$ cat src/rtl/ext_pkg.sv
// Shared types and default widths for the immediate-extension pipeline.
package ext_pkg;

  typedef enum logic [1:0] {
    EXT_ZERO  = 2'b00,
    EXT_SIGN  = 2'b01,
    EXT_UPPER = 2'b10,
    EXT_BOFF  = 2'b11
  } ext_mode_t;

  localparam int IMM_W  = 16;
  localparam int WORD_W = 32;

endpackage

$ cat src/rtl/ext_unit_pipe_if.sv
// Decode-side and ALU-side handshake bundle of the extension pipeline.
interface ext_unit_pipe_if #(
  parameter int IN_W  = 16,
  parameter int OUT_W = 32
);

  logic             in_valid;
  logic             in_ready;
  logic [IN_W-1:0]  in_imm;
  logic [1:0]       in_mode;
  logic             out_valid;
  logic             out_ready;
  logic [OUT_W-1:0] out_data;
  logic [1:0]       out_mode;

  modport master (
    output in_valid, in_imm, in_mode, out_ready,
    input  in_ready, out_valid, out_data, out_mode
  );

  modport slave (
    input  in_valid, in_imm, in_mode, out_ready,
    output in_ready, out_valid, out_data, out_mode
  );

endinterface

$ cat src/rtl/ext_core.sv
// Combinational widening of an IN_W-bit immediate to OUT_W bits by mode.
module ext_core
  import ext_pkg::*;
#(
  parameter int IN_W  = IMM_W,
  parameter int OUT_W = WORD_W
) (
  input  logic [IN_W-1:0]  imm,
  input  ext_mode_t        mode,
  output logic [OUT_W-1:0] ext
);

  logic [OUT_W-1:0] zext_s;
  logic [OUT_W-1:0] sext_s;
  logic [OUT_W-1:0] upper_s;
  logic [OUT_W-1:0] boff_s;

  assign zext_s  = {{(OUT_W-IN_W){1'b0}}, imm};
  assign sext_s  = {{(OUT_W-IN_W){imm[IN_W-1]}}, imm};
  assign upper_s = {imm, {(OUT_W-IN_W){1'b0}}};
  // Branch offsets are word-scaled; the two bits shifted out are sign copies.
  assign boff_s  = sext_s << 2;

  // Mode select of the extended value.
  always_comb begin
    ext = zext_s;
    case (mode)
      EXT_ZERO:  ext = zext_s;
      EXT_SIGN:  ext = sext_s;
      EXT_UPPER: ext = upper_s;
      EXT_BOFF:  ext = boff_s;
      default:   ext = zext_s;
    endcase
  end

endmodule

$ cat src/rtl/ext_unit_pipe.sv
// Registered immediate-extension stage with a one-entry skid buffer so the
// decode side sees a ready that never depends combinationally on out_ready.
module ext_unit_pipe
  import ext_pkg::*;
#(
  parameter int IN_W  = IMM_W,
  parameter int OUT_W = WORD_W
) (
  input  logic            clk,
  input  logic            rst_n,
  ext_unit_pipe_if.slave  bus
);

  logic [OUT_W-1:0] new_data_s;
  logic             accept_s;
  logic             advance_s;

  logic             out_valid_r, out_valid_s;
  logic [OUT_W-1:0] out_data_r,  out_data_s;
  logic [1:0]       out_mode_r,  out_mode_s;
  logic             skid_valid_r, skid_valid_s;
  logic [OUT_W-1:0] skid_data_r,  skid_data_s;
  logic [1:0]       skid_mode_r,  skid_mode_s;
  logic             in_ready_r;

  ext_core #(.IN_W(IN_W), .OUT_W(OUT_W)) u_core (
    .imm  (bus.in_imm),
    .mode (ext_mode_t'(bus.in_mode)),
    .ext  (new_data_s)
  );

  assign accept_s  = bus.in_valid & in_ready_r;
  assign advance_s = ~out_valid_r | bus.out_ready;

  // Next-state of output and skid stages; skid always drains before new accepts.
  always_comb begin
    out_valid_s  = out_valid_r;
    out_data_s   = out_data_r;
    out_mode_s   = out_mode_r;
    skid_valid_s = skid_valid_r;
    skid_data_s  = skid_data_r;
    skid_mode_s  = skid_mode_r;
    if (advance_s) begin
      if (skid_valid_r) begin
        out_valid_s  = 1'b1;
        out_data_s   = skid_data_r;
        out_mode_s   = skid_mode_r;
        skid_valid_s = 1'b0;
      end else if (accept_s) begin
        out_valid_s = 1'b1;
        out_data_s  = new_data_s;
        out_mode_s  = bus.in_mode;
      end else begin
        out_valid_s = 1'b0;
      end
    end else if (accept_s) begin
      skid_valid_s = 1'b1;
      skid_data_s  = new_data_s;
      skid_mode_s  = bus.in_mode;
    end else begin
      skid_valid_s = skid_valid_r;
    end
  end

  // Pipeline registers; in_ready is registered as the inverse of next skid occupancy.
  always_ff @(posedge clk) begin
    if (!rst_n) begin
      out_valid_r  <= 1'b0;
      out_data_r   <= {OUT_W{1'b0}};
      out_mode_r   <= 2'b00;
      skid_valid_r <= 1'b0;
      skid_data_r  <= {OUT_W{1'b0}};
      skid_mode_r  <= 2'b00;
      in_ready_r   <= 1'b0;
    end else begin
      out_valid_r  <= out_valid_s;
      out_data_r   <= out_data_s;
      out_mode_r   <= out_mode_s;
      skid_valid_r <= skid_valid_s;
      skid_data_r  <= skid_data_s;
      skid_mode_r  <= skid_mode_s;
      in_ready_r   <= ~skid_valid_s;
    end
  end

  assign bus.in_ready  = in_ready_r;
  assign bus.out_valid = out_valid_r;
  assign bus.out_data  = out_data_r;
  assign bus.out_mode  = out_mode_r;

endmodule

$ cat src/flat_wrapper.sv
// flat-port wrapper written by rule: the top's interface ports become plain ports
module ext_unit_pipe_flat import ext_pkg::*;
#(
  parameter int IN_W  = IMM_W,
  parameter int OUT_W = WORD_W
)
  (clk, rst_n, bus_in_valid, bus_in_imm, bus_in_mode, bus_out_ready, bus_in_ready, bus_out_valid, bus_out_data, bus_out_mode);
  ext_unit_pipe_if #(.IN_W(IN_W), .OUT_W(OUT_W)) bus_i ();
  input  logic clk;
  input  logic rst_n;
  input wire logic [$bits(bus_i.in_valid)-1:0] bus_in_valid;
  input wire logic [$bits(bus_i.in_imm)-1:0] bus_in_imm;
  input wire logic [$bits(bus_i.in_mode)-1:0] bus_in_mode;
  input wire logic [$bits(bus_i.out_ready)-1:0] bus_out_ready;
  output wire logic [$bits(bus_i.in_ready)-1:0] bus_in_ready;
  output wire logic [$bits(bus_i.out_valid)-1:0] bus_out_valid;
  output wire logic [$bits(bus_i.out_data)-1:0] bus_out_data;
  output wire logic [$bits(bus_i.out_mode)-1:0] bus_out_mode;
  assign bus_i.in_valid = bus_in_valid;
  assign bus_i.in_imm = bus_in_imm;
  assign bus_i.in_mode = bus_in_mode;
  assign bus_i.out_ready = bus_out_ready;
  assign bus_in_ready = bus_i.in_ready;
  assign bus_out_valid = bus_i.out_valid;
  assign bus_out_data = bus_i.out_data;
  assign bus_out_mode = bus_i.out_mode;
  ext_unit_pipe #(.IN_W(IN_W), .OUT_W(OUT_W)) u_core (.clk(clk), .rst_n(rst_n), .bus(bus_i));
endmodule
$ cat config.mk
export PLATFORM = sky130hd
export DESIGN_NAME = ext_unit_pipe_flat
export DESIGN_NICKNAME = d
export VERILOG_FILES = /design/src/rtl/ext_pkg.sv /design/src/rtl/ext_unit_pipe_if.sv /design/src/rtl/ext_core.sv /design/src/rtl/ext_unit_pipe.sv /design/src/flat_wrapper.sv
export SDC_FILE = /design/constraint.sdc
export NUM_CORES = 1
export LEC_CHECK = 0
export ABC_CLOCK_PERIOD_IN_PS = 2250
export BUFFER_PORTS_ARGS = -buffer_cell sky130_fd_sc_hd__clkbuf_2
export CORE_UTILIZATION = 30
export CTS_BUF_LIST = sky130_fd_sc_hd__clkbuf_16
export DETAILED_ROUTE_END_ITERATION = 8
export PLACE_DENSITY = 0.49
export SKIP_LAST_GASP = 1
export SYNTH_ARGS = -nofsm -noshare
export SYNTH_HDL_FRONTEND = slang
export SYNTH_SLANG_ARGS = --single-unit
$ cat constraint.sdc
create_clock -name clk -period 2.25 [get_ports clk]
set_clock_uncertainty 0.15 [all_clocks]
set_input_delay 0.225 -clock clk [delete_from_list [all_inputs] [get_ports clk]]
set_output_delay 0.225 -clock clk [all_outputs]
set_load 0.05 [all_outputs]
==> results of run 1 <==
==> cell usage after synthesis (2+ instances only) <==
| cell | n | area share, % |
|---|---|---|
| dfxtp_1 | 71 | 44 |
| a211oi_1 | 33 | 7.6 |
| nor2_1 | 30 | 3.5 |
| nand2b_1 | 29 | 5.6 |
| nor3_1 | 29 | 4.5 |
| a32o_1 | 28 | 8.6 |
| clkbuf_1 | 18 | 2.1 |
| a21o_1 | 16 | 3.7 |
| a211o_1 | 15 | 4.0 |
| a21oi_1 | 15 | 2.3 |
| nor2b_1 | 15 | 2.9 |
| nand2_1 | 10 | 1.2 |
| buf_2 | 8 | 1.2 |
| buf_6 | 6 | 2.1 |
| buf_4 | 3 | 0.69 |
| mux2i_1 | 3 | 0.92 |
| and2_1 | 2 | 0.38 |
| buf_8 | 2 | 0.92 |
| nand3b_1 | 2 | 0.46 |
| nor3b_1 | 2 | 0.46 |
==> critical path: cells and delay by family (launching register included) <==
kind,cells,cell delay [ps]
AND/OR/NAND/NOR,2,910
flip-flops,1,330
AO/OA/AOI/OAI,1,230
==> per-stage QoR <==
stage	util [%]	power (mW)	hold WS [ps]	setup WS, ps	instances
finish	36.64	3.101	14.37	565.8	528
global route	36.64	3.212	16.70	462.3	528
CTS	36.64	3.122	10.61	563.0	528
detailed placement	33.95	1.757	297.4	330.7	512
global placement	33.95	1.755	292.4	283.8	512
floorplan	-	1.650	208.4	478.3	349
==> kinds of logic (layout without fill, tap and decap cells) <==
family	after synthesis	after routing	synth area share (%)
AO/OA/AOI/OAI	112	112	27.86
AND/OR/NAND/NOR	125	125	20.39
flip-flops	71	71	43.71
buffers and inverters	38	81	7.118
multiplexers	3	3	0.9235
==> routing by layer <==
layer | GRT usage, % | wire length (um)
met1 | 22.73 | 4526
met2 | 25.70 | 4084
met3 | 3.188 | 344
met4 | 5.655 | 121
met5 | 0 | 0
==> how the worst min path moves through the flow <==
stage	slack, ps	end	cells past startpoint
6_report	10	u_core.bus.out_data[31]	2
5_1_grt	20	u_core.bus.out_data[31]	2
4_1_cts	10	u_core.bus.out_data[31]	2
3_5_place_dp	300	u_core.skid_mode_r[0]	2
3_3_place_gp	290	u_core.skid_mode_r[1]	2
2_1_floorplan	210	u_core.bus.out_data[31]	1
==> layout make-up <==
cell class,instances,area [um2]
Clock buffer,9,225.2
Clock inverter,7,55.05
Fill cell,1109,6600
Inverter,1,3.754
Multi-Input combinational cell,240,1602
Sequential cell,71,1423
Tap cell,136,170.2
Timing Repair Buffer,64,337.8
==> registers in the layout (all words and copies together) (netlist names) <==
register and cells:
u_core.bus.in_ready 1, u_core.bus.out_data 32, u_core.bus.out_mode 2, u_core.bus.out_valid 1, u_core.skid_data_r 32, u_core.skid_mode_r 2
u_core.skid_valid_r 1
==> cell usage in the layout, fill, tap and decap left out, drive strengths merged <==
master and count:
a211o 15, a211oi 33, a21o 16, a21oi 16, a32o 28, and2 3, and3 1, and4b 1
buf 7, bufinv 1, clkbuf 66, clkinv 5, dfxtp 71, inv 2, mux2i 3, nand2 10
nand2b 29, nand3 1, nand3b 2, nand4b 1, nor2 30, nor2b 15, nor3 29, nor3b 2
o2111ai 1, o211a 1, o21ai 1, o221a 1, or2 1
==> power by group <==
| group | leakage [nW] | internal (mW) | switching [mW] |
|---|---|---|---|
| combinational | 0.815 | 0.120 | 0.285 |
| sequential | 0.577 | 1.30 | 0.0234 |
| clock | 0.143 | 0.839 | 0.534 |
| total | 1.54 | 2.26 | 0.842 |
==> flow_summary.toml, run 1 <==
[global_route]
grt_overflow = 0
grt_max_degree = 37
antenna_found_initial = 0
track_usage_pct = 16.52
grt_pass1_wl_um = 14300
grt_pass1_vias = 2611

[detailed_routing]
wl_per_cell_um = 17.19
drc = 0
ant_nets = 0
finalWirelength_um = 9076
first_pass_iters = 4
vias = 2769
drt-initial-drc-count = 87
vias_per_cell = 5.244

[sta]
finalCriticalPeriod_ps = 1684
rsz0062_at_grt = "no"
period_share_pct = 74.85
setup_viol_count_final = 0
hold_violations = 0
worst_pin_slew_ps = 1158
setup_tns_ps = 0
drv_slew = 0
relSlewSlack_pct = 22.44
clock.fmax_mhz = 593.8

[setup_path]
cp_cell_sequence = "nand2b_1, and3_4, a32o_1"
critPathCaptureType = "register"
cp-endpoint = "u_core.bus.out_data[19]"
r2r_cells = 3
arrival_ps = 1800
slowest_stage = "and3_4"
setup.worst_path.class = "reg -> reg"
required_ps = 2370
critical_path.max_fanout = 28
r2r_slack_ps = 570
cp-start-kind = "register"
r2r-start = "u_core.bus.out_valid"
cp-startpoint = "u_core.bus.out_valid"
r2r_end = "u_core.bus.out_data[19]"
cpPeakStageDelay_ps = 550

[yosys]
synth-edff-count = 0
syn_avg_cell_area_um2 = 9.318
synth-seq-cells = 71
ys.flop_type = "dfxtp_1"
async_flop_share_pct = 0
synth_cell_types = 32
synth_nets = 371
ys_seq_area_share_pct = 43.71
ys_warn_count = 0
syn_area_um2 = 3252
syn_inst = 349

[cts]
h-tree-depth = 3
worstSkewPairLatency_ps = 330
clock_path_buffers = 2
post_cts_buffers = 0
cts_tree = "built"
holdBufCountCts = 0
clkTransAtPathRegs_ps = 60
cts.repair.resized = 0
cts_buffers = 9
cts_sinks = 71
root_buffer = "clkbuf_16"

[power]
peakVddDrop_v = 0.0002793
p_leak_nw = 1.535
powerDensity_nw_per_um2 = 812.7

[floorplanning]
die_area_um2 = 11260
die_y_um = 106.1
die_w_um = 106.1
num_rows = 37
fp.coreArea_um2 = 10420
ioPinCount = 58
start_util_pct = 31.22

[finish]
drive_above_1_share_pct = 20.92
fin_nets = 409
syn_to_final_growth_pct = 17.35
antenna_cells = 0
fin_area_um2 = 3816

[placement]
hpwl_um = 5586
place_area_um2 = 3536
place_congestion = 0.7112
port_buffers = 57

[flow_run]
drv_cap = 0

[min_path]
min_path_type = "in -> reg"
hold_start = "rst_n"

[status]
status = "finished clean"
Power figures use the tool's default switching activity.
==> run 2, diff against run 1 <==
--- a/config.mk
+++ b/config.mk
@@ -5,7 +5,7 @@
 export SDC_FILE = /design/constraint.sdc
 export NUM_CORES = 1
 export LEC_CHECK = 0
-export ABC_CLOCK_PERIOD_IN_PS = 2250
+export ABC_CLOCK_PERIOD_IN_PS = 1700
 export BUFFER_PORTS_ARGS = -buffer_cell sky130_fd_sc_hd__clkbuf_2
 export CORE_UTILIZATION = 30
 export CTS_BUF_LIST = sky130_fd_sc_hd__clkbuf_16
==> constraint.sdc (replaced) <==
create_clock -name clk -period 1.7 [get_ports clk]
set_clock_uncertainty 0.15 [all_clocks]
set_input_delay 0.17 -clock clk [delete_from_list [all_inputs] [get_ports clk]]
set_output_delay 0.17 -clock clk [all_outputs]
set_load 0.05 [all_outputs]
==> run 2 against run 1 <==
Compared with the run above:
- die area is the same
- sequential share of layout area shrank 1.0 points
- global-route usage rose by 0.096 points
- cell count grew 0.95%
- cell area grew 3.0%
- highest routed layer unchanged
==> flow_summary.toml, run 2 (synthesized netlist as in run 1, its figures left out) <==
[finish]
fin_area_um2 = 3929
layout_common_cells = "dfxtp_1, clkbuf_2, a211oi_1"
syn_to_final_growth_pct = 20.82
drive_above_1_share_pct = 22.67
antenna_cells = 0
layout_commonest_cell = "dfxtp_1"
fin_nets = 414

[detailed_routing]
wl_per_cell_um = 16.68
vias = 2784
vias_per_cell = 5.223
drt-initial-drc-count = 201
finalWirelength_um = 8891
drc = 0
ant_nets = 0
first_pass_iters = 5

[cts]
worstSkewPairLatency_ps = 330
cts_tree = "built"
cts_buffers = 9
post_cts_buffers = 0
root_buffer = "clkbuf_16"
cts_sinks = 71
clock_path_buffers = 2
h-tree-depth = 3
clkTransAtPathRegs_ps = 60

[floorplanning]
die_area_um2 = 11260
die_y_um = 106.1
start_util_pct = 31.22
ioPinCount = 58
num_rows = 37
fp.coreArea_um2 = 10420
die_w_um = 106.1

[global_route]
antenna_found_initial = 0
grt_max_degree = 37
track_usage_pct = 16.62
grt_pass1_vias = 2558
grt_pass1_wl_um = 14260
grt_overflow = 0

[setup_path]
setup.worst_path.class = "reg -> reg"
cpPeakStageDelay_ps = 340
slowest_stage = "dfxtp_2"
r2r-start = "u_core.skid_valid_r"
cp_top_family = "compound AO/OA/AOI/OAI gates"
r2r_end = "u_core.bus.out_data[16]"
required_ps = 1770
cp-start-kind = "register"
critPathCaptureType = "register"
arrival_ps = 1560
cp_cell_sequence = "a21o_1, buf_4, and2_1, o221a_1"
cp.buffers_inverters = 1
critical_path.max_fanout = 7
r2r_cells = 4
r2r_slack_ps = 210

[power]
powerDensity_nw_per_um2 = 1091
p_leak_nw = 1.574
finalPower_mw = 4.286
peakVddDrop_v = 0.0005036

[sta]
period_share_pct = 87.46
relSlewSlack_pct = 25.87
drv_slew = 0
hold_violations = 0
setup_tns_ps = 0
clock.fmax_mhz = 672.6
setup_viol_count_final = 0
rsz0062_at_grt = "no"
worst_pin_slew_ps = 1107
finalCriticalPeriod_ps = 1487
hold-worst-slack_ps = 24.70

[status]
status = "finished clean"

[min_path]
hold_path_depth = 3
hold_start = "bus_in_imm[0]"
whs_endpoint = "u_core.skid_data_r[0]"
min_path_type = "in -> reg"

[placement]
port_buffers = 57
hpwl_um = 5575
place_area_um2 = 3606
place_congestion = 0.7215

[flow_run]
drv_cap = 0
run 2: cell type report:
type                    instances  area (um2)
well taps                     136       170.2
flip-flops and latches         71        1425
multi-input cells             240        1602
clock inverters                 7       87.58
repair buffers                 69       415.4
inverters                       1       3.754
clock buffers                   9       225.2
fillers                      1098        6487
run 2: worst reg2reg max path: stages, from the launching register on:
cell	delay (ps)
dfxtp_2	340
a21o_1	210
buf_4	170
and2_1	240
o221a_1	270
run 2: what timing repair did:
action / 4_1_cts / 5_1_grt
hold endpoints to repair: 2 / 0
hold buffers: 1 / 0
resized for setup: 0 / 0
endpoints found under the setup margin: 0 / 0
run 2: worst max-delay path by stage:
stage | start | end | slack (ps) | depth (start not counted)
3_3_place_gp | bus_in_mode[0] | u_core.skid_data_r[19] | -100 | 4
6_report | u_core.skid_valid_r | u_core.bus.out_data[16] | 210 | 4
2_1_floorplan | u_core.bus.in_ready | u_core.bus.out_data[17] | 90 | 6
5_1_grt | bus_in_mode[0] | u_core.skid_data_r[19] | 60 | 4
3_5_place_dp | bus_in_mode[0] | u_core.bus.out_data[18] | -90 | 4
4_1_cts | u_core.bus.out_valid | u_core.bus.out_data[18] | 210 | 3
run 2: per-layer routing:
metal | track usage [%] | part of all wire, % | vias to the layer above | routed length, um
li1 | - | - | 1381 | -
met1 | 23.43 | 49 | 1329 | 4342
met2 | 24.58 | 45 | 65 | 3971
met3 | 3.188 | 5.0 | 9 | 448
met4 | 6.944 | 1.5 | 0 | 129
met5 | 0 | 0 | - | 0
run 2: per-stage QoR:
step                setup WS (ps)  utilization [%]  std cells
CTS                         213.0            37.72        533
global placement           -99.60            34.62        516
global route                62.73            37.72        533
floorplan                   90.53                -        349
detailed placement         -85.45            34.62        516
finish                      213.1            37.72        533
run 2: where the power goes:
part	internal [mW]	total (mW)	switching, mW
Clock	1.27	1.98	0.711
Sequential	1.72	1.75	0.0315
Combinational	0.175	0.551	0.377
==> run 3, diff against run 2 <==
--- a/config.mk
+++ b/config.mk
@@ -5,7 +5,7 @@
 export SDC_FILE = /design/constraint.sdc
 export NUM_CORES = 1
 export LEC_CHECK = 0
-export ABC_CLOCK_PERIOD_IN_PS = 1700
+export ABC_CLOCK_PERIOD_IN_PS = 1400
 export BUFFER_PORTS_ARGS = -buffer_cell sky130_fd_sc_hd__clkbuf_2
 export CORE_UTILIZATION = 30
 export CTS_BUF_LIST = sky130_fd_sc_hd__clkbuf_16
==> constraint.sdc (replaced) <==
create_clock -name clk -period 1.4 [get_ports clk]
set_clock_uncertainty 0.15 [all_clocks]
set_input_delay 0.14 -clock clk [delete_from_list [all_inputs] [get_ports clk]]
set_output_delay 0.14 -clock clk [all_outputs]
set_load 0.05 [all_outputs]
==> run 3 against run 2 <==
Compared with the run above:
- the flow now finishes with violations (negative setup slack)
- sequential power up 21%
- critical path type unchanged
- cell area up 15%
- die area unchanged
- via count up 5.7%
- register-to-register slack worse by 230 ps
- critical path depth up 2
- setup slack worse by 230 ps
- clock power up 15%
- highest routed layer unchanged
==> flow_summary.toml, run 3 (synthesized netlist as in run 1, its figures left out) <==
[detailed_routing]
highest_layer = "met4"
wl_per_cell_um = 17.50
drt-initial-drc-count = 116
met3_length_um = 327
wl_met1_um = 4893
first_pass_iters = 4
vias = 2943
finalWirelength_um = 9955
drc = 0
ant_nets = 0
vias_per_cell = 5.172
dr_wl_met2_um = 4663

[finish]
syn_to_final_growth_pct = 39.13
fin_nets = 450
layout_commonest_cell = "dfxtp_1"
layout_common_cells = "dfxtp_1, clkbuf_2"
final_util_pct = 43.44
antenna_cells = 0
drive_above_1_share_pct = 36.95
fin_area_um2 = 4524

[setup_path]
slowest_stage = "dfxtp_4"
cp_cell_sequence = "buf_6, nand4b_1, buf_6, buf_6, or2_1, a21oi_1"
cp-startpoint = "u_core.bus.out_valid"
required_ps = 1510
r2r_cells = 6
cpPeakStageDelay_ps = 350
setup.worst_path.class = "reg -> reg"
path_common_cell = "buf_6"
cp-endpoint = "u_core.skid_data_r[31]"
critPathCaptureType = "register"
cp_top_family = "buffers and inverters"
cp.buffers_inverters = 3
critical_path.max_fanout = 7
r2r-start = "u_core.bus.out_valid"
arrival_ps = 1530
r2r_slack_ps = -20
r2r_end = "u_core.skid_data_r[31]"
crit_cells = 6
cp-start-kind = "register"

[placement]
port_buffers = 57
dp_slack_ps = -21.17
hpwl_um = 6115
place_congestion = 0.7512
place_area_um2 = 3984

[sta]
clock.fmax_mhz = 703.6
hold_violations = 0
drv_slew = 0
setup_ws_ps = -21.28
setup_viol_count_final = 6
worst_pin_slew_ps = 327.6
finalCriticalPeriod_ps = 1421
period_share_pct = 101.5
rsz0062_at_grt = "yes"
relSlewSlack_pct = 78.16

[cts]
cts_tree = "built"
cts_buffers = 9
worstSkewPairLatency_ps = 320
clock_path_buffers = 2
h-tree-depth = 3
root_buffer = "clkbuf_16"
cts_sinks = 71
clkTransAtPathRegs_ps = 60

[power]
p_leak_nw = 1.839
combPwrFrac_pct = 15.3
finalPower_mw = 5.190
peakVddDrop_v = 0.0004928
pwr-share-clk_pct = 43.8
p_int_mw = 3.754
switching_share_pct = 27.67
pwr-share-seq_pct = 40.9
switchingPower_mw = 1.436
powerDensity_nw_per_um2 = 1147

[global_route]
grt_pass1_vias = 2908
antenna_found_initial = 0
grt_max_degree = 33
track_usage_pct = 17.54
grt_pass1_wl_um = 15260
grt_overflow = 0

[floorplanning]
num_rows = 37
die_area_um2 = 11260
fp.coreArea_um2 = 10420
die_y_um = 106.1
die_w_um = 106.1
start_util_pct = 31.22
ioPinCount = 58

[flow_run]
drv_cap = 0

[status]
violations = "negative setup slack"
status = "finished, violations left"

[min_path]
min_path_type = "in -> reg"
==> run 3: cell count changes in the layout (fill, tap and decap cells not counted), moves of 2 or more <==
| cell | before | now |
|---|---|---|
| dfxtp_2 | 3 | 0 |
| buf_6 | 0 | 6 |
| a211oi_1 | 33 | 5 |
| buf_4 | 8 | 28 |
| clkinv_4 | 0 | 2 |
| clkbuf_16 | 9 | 12 |
| inv_4 | 0 | 2 |
| buf_12 | 3 | 8 |
| dfxtp_4 | 0 | 3 |
| nor2_2 | 0 | 2 |
| nor2_1 | 30 | 28 |
| a211oi_4 | 0 | 2 |
| a211oi_2 | 0 | 26 |
==> run 3: cell type report <==
class                   count  area (um2)
repair buffers            105       845.8
clock buffers               9       225.2
flip-flops and latches     71        1433
well taps                 136       170.2
inverters                   1       3.754
clock inverters             7       71.32
multi-input cells         240        1775
fillers                  1069        5892
==> run 3: power by group through the flow <==
stage | Sequential, mW | Clock (mW) | Combinational, mW
after CTS | 2.13 | 2.34 | 0.773
after floorplan | 2.35 | 0 | 0.324
after global routing | 2.13 | 2.42 | 0.844
final | 2.12 | 2.27 | 0.794
after detailed placement | 2.17 | 0 | 0.758
after global placement | 2.17 | 0 | 0.757
==> run 3: what timing repair did <==
item | in CTS | in global routing
setup endpoints to repair | 20 | 62
setup buffers | 2 | 2
hold endpoints to repair | 3 | 0
resized for setup | 5 | 17
hold buffers | 2 | 0
cloned | 1 | 4
pin swaps | 2 | 16
==> run 3: layer usage <==
| layer | vias up | global-route usage (%) |
|---|---|---|
| li1 | 1449 | - |
| met1 | 1442 | 23.66 |
| met2 | 44 | 28.29 |
| met3 | 8 | 3.495 |
| met4 | 0 | 4.861 |
| met5 | - | 0 |
==> run 3: worst min path at each step <==
stage | startpoint | end | depth (start not counted)
floorplan | rst_n | u_core.bus.out_data[31] | 1
global placement | rst_n | u_core.bus.out_data[31] | 2
detailed placement | rst_n | u_core.bus.out_data[31] | 2
CTS | bus_in_imm[1] | u_core.skid_data_r[1] | 3
global route | bus_in_imm[1] | u_core.skid_data_r[1] | 3
finish | bus_in_imm[1] | u_core.skid_data_r[1] | 3
==> run 3: stage by stage <==
step / TNS, ps / hold WS (ps) / cells
after floorplan: -5777 / 123.4 / 349
final: -72.87 / 28.88 / 569
after CTS: 0 / 19.60 / 563
after global routing: -1782 / 46.61 / 569
after detailed placement: -140.6 / 291.6 / 542
after global placement: -43.28 / 285.9 / 542
==> run 3: tightest hold or removal path: cells and delay by family <==
kind	cells	cell delay [ps]
buffers and inverters	1	150
AOI/OAI and AO/OA	1	50
and+or+nand+nor	1	110
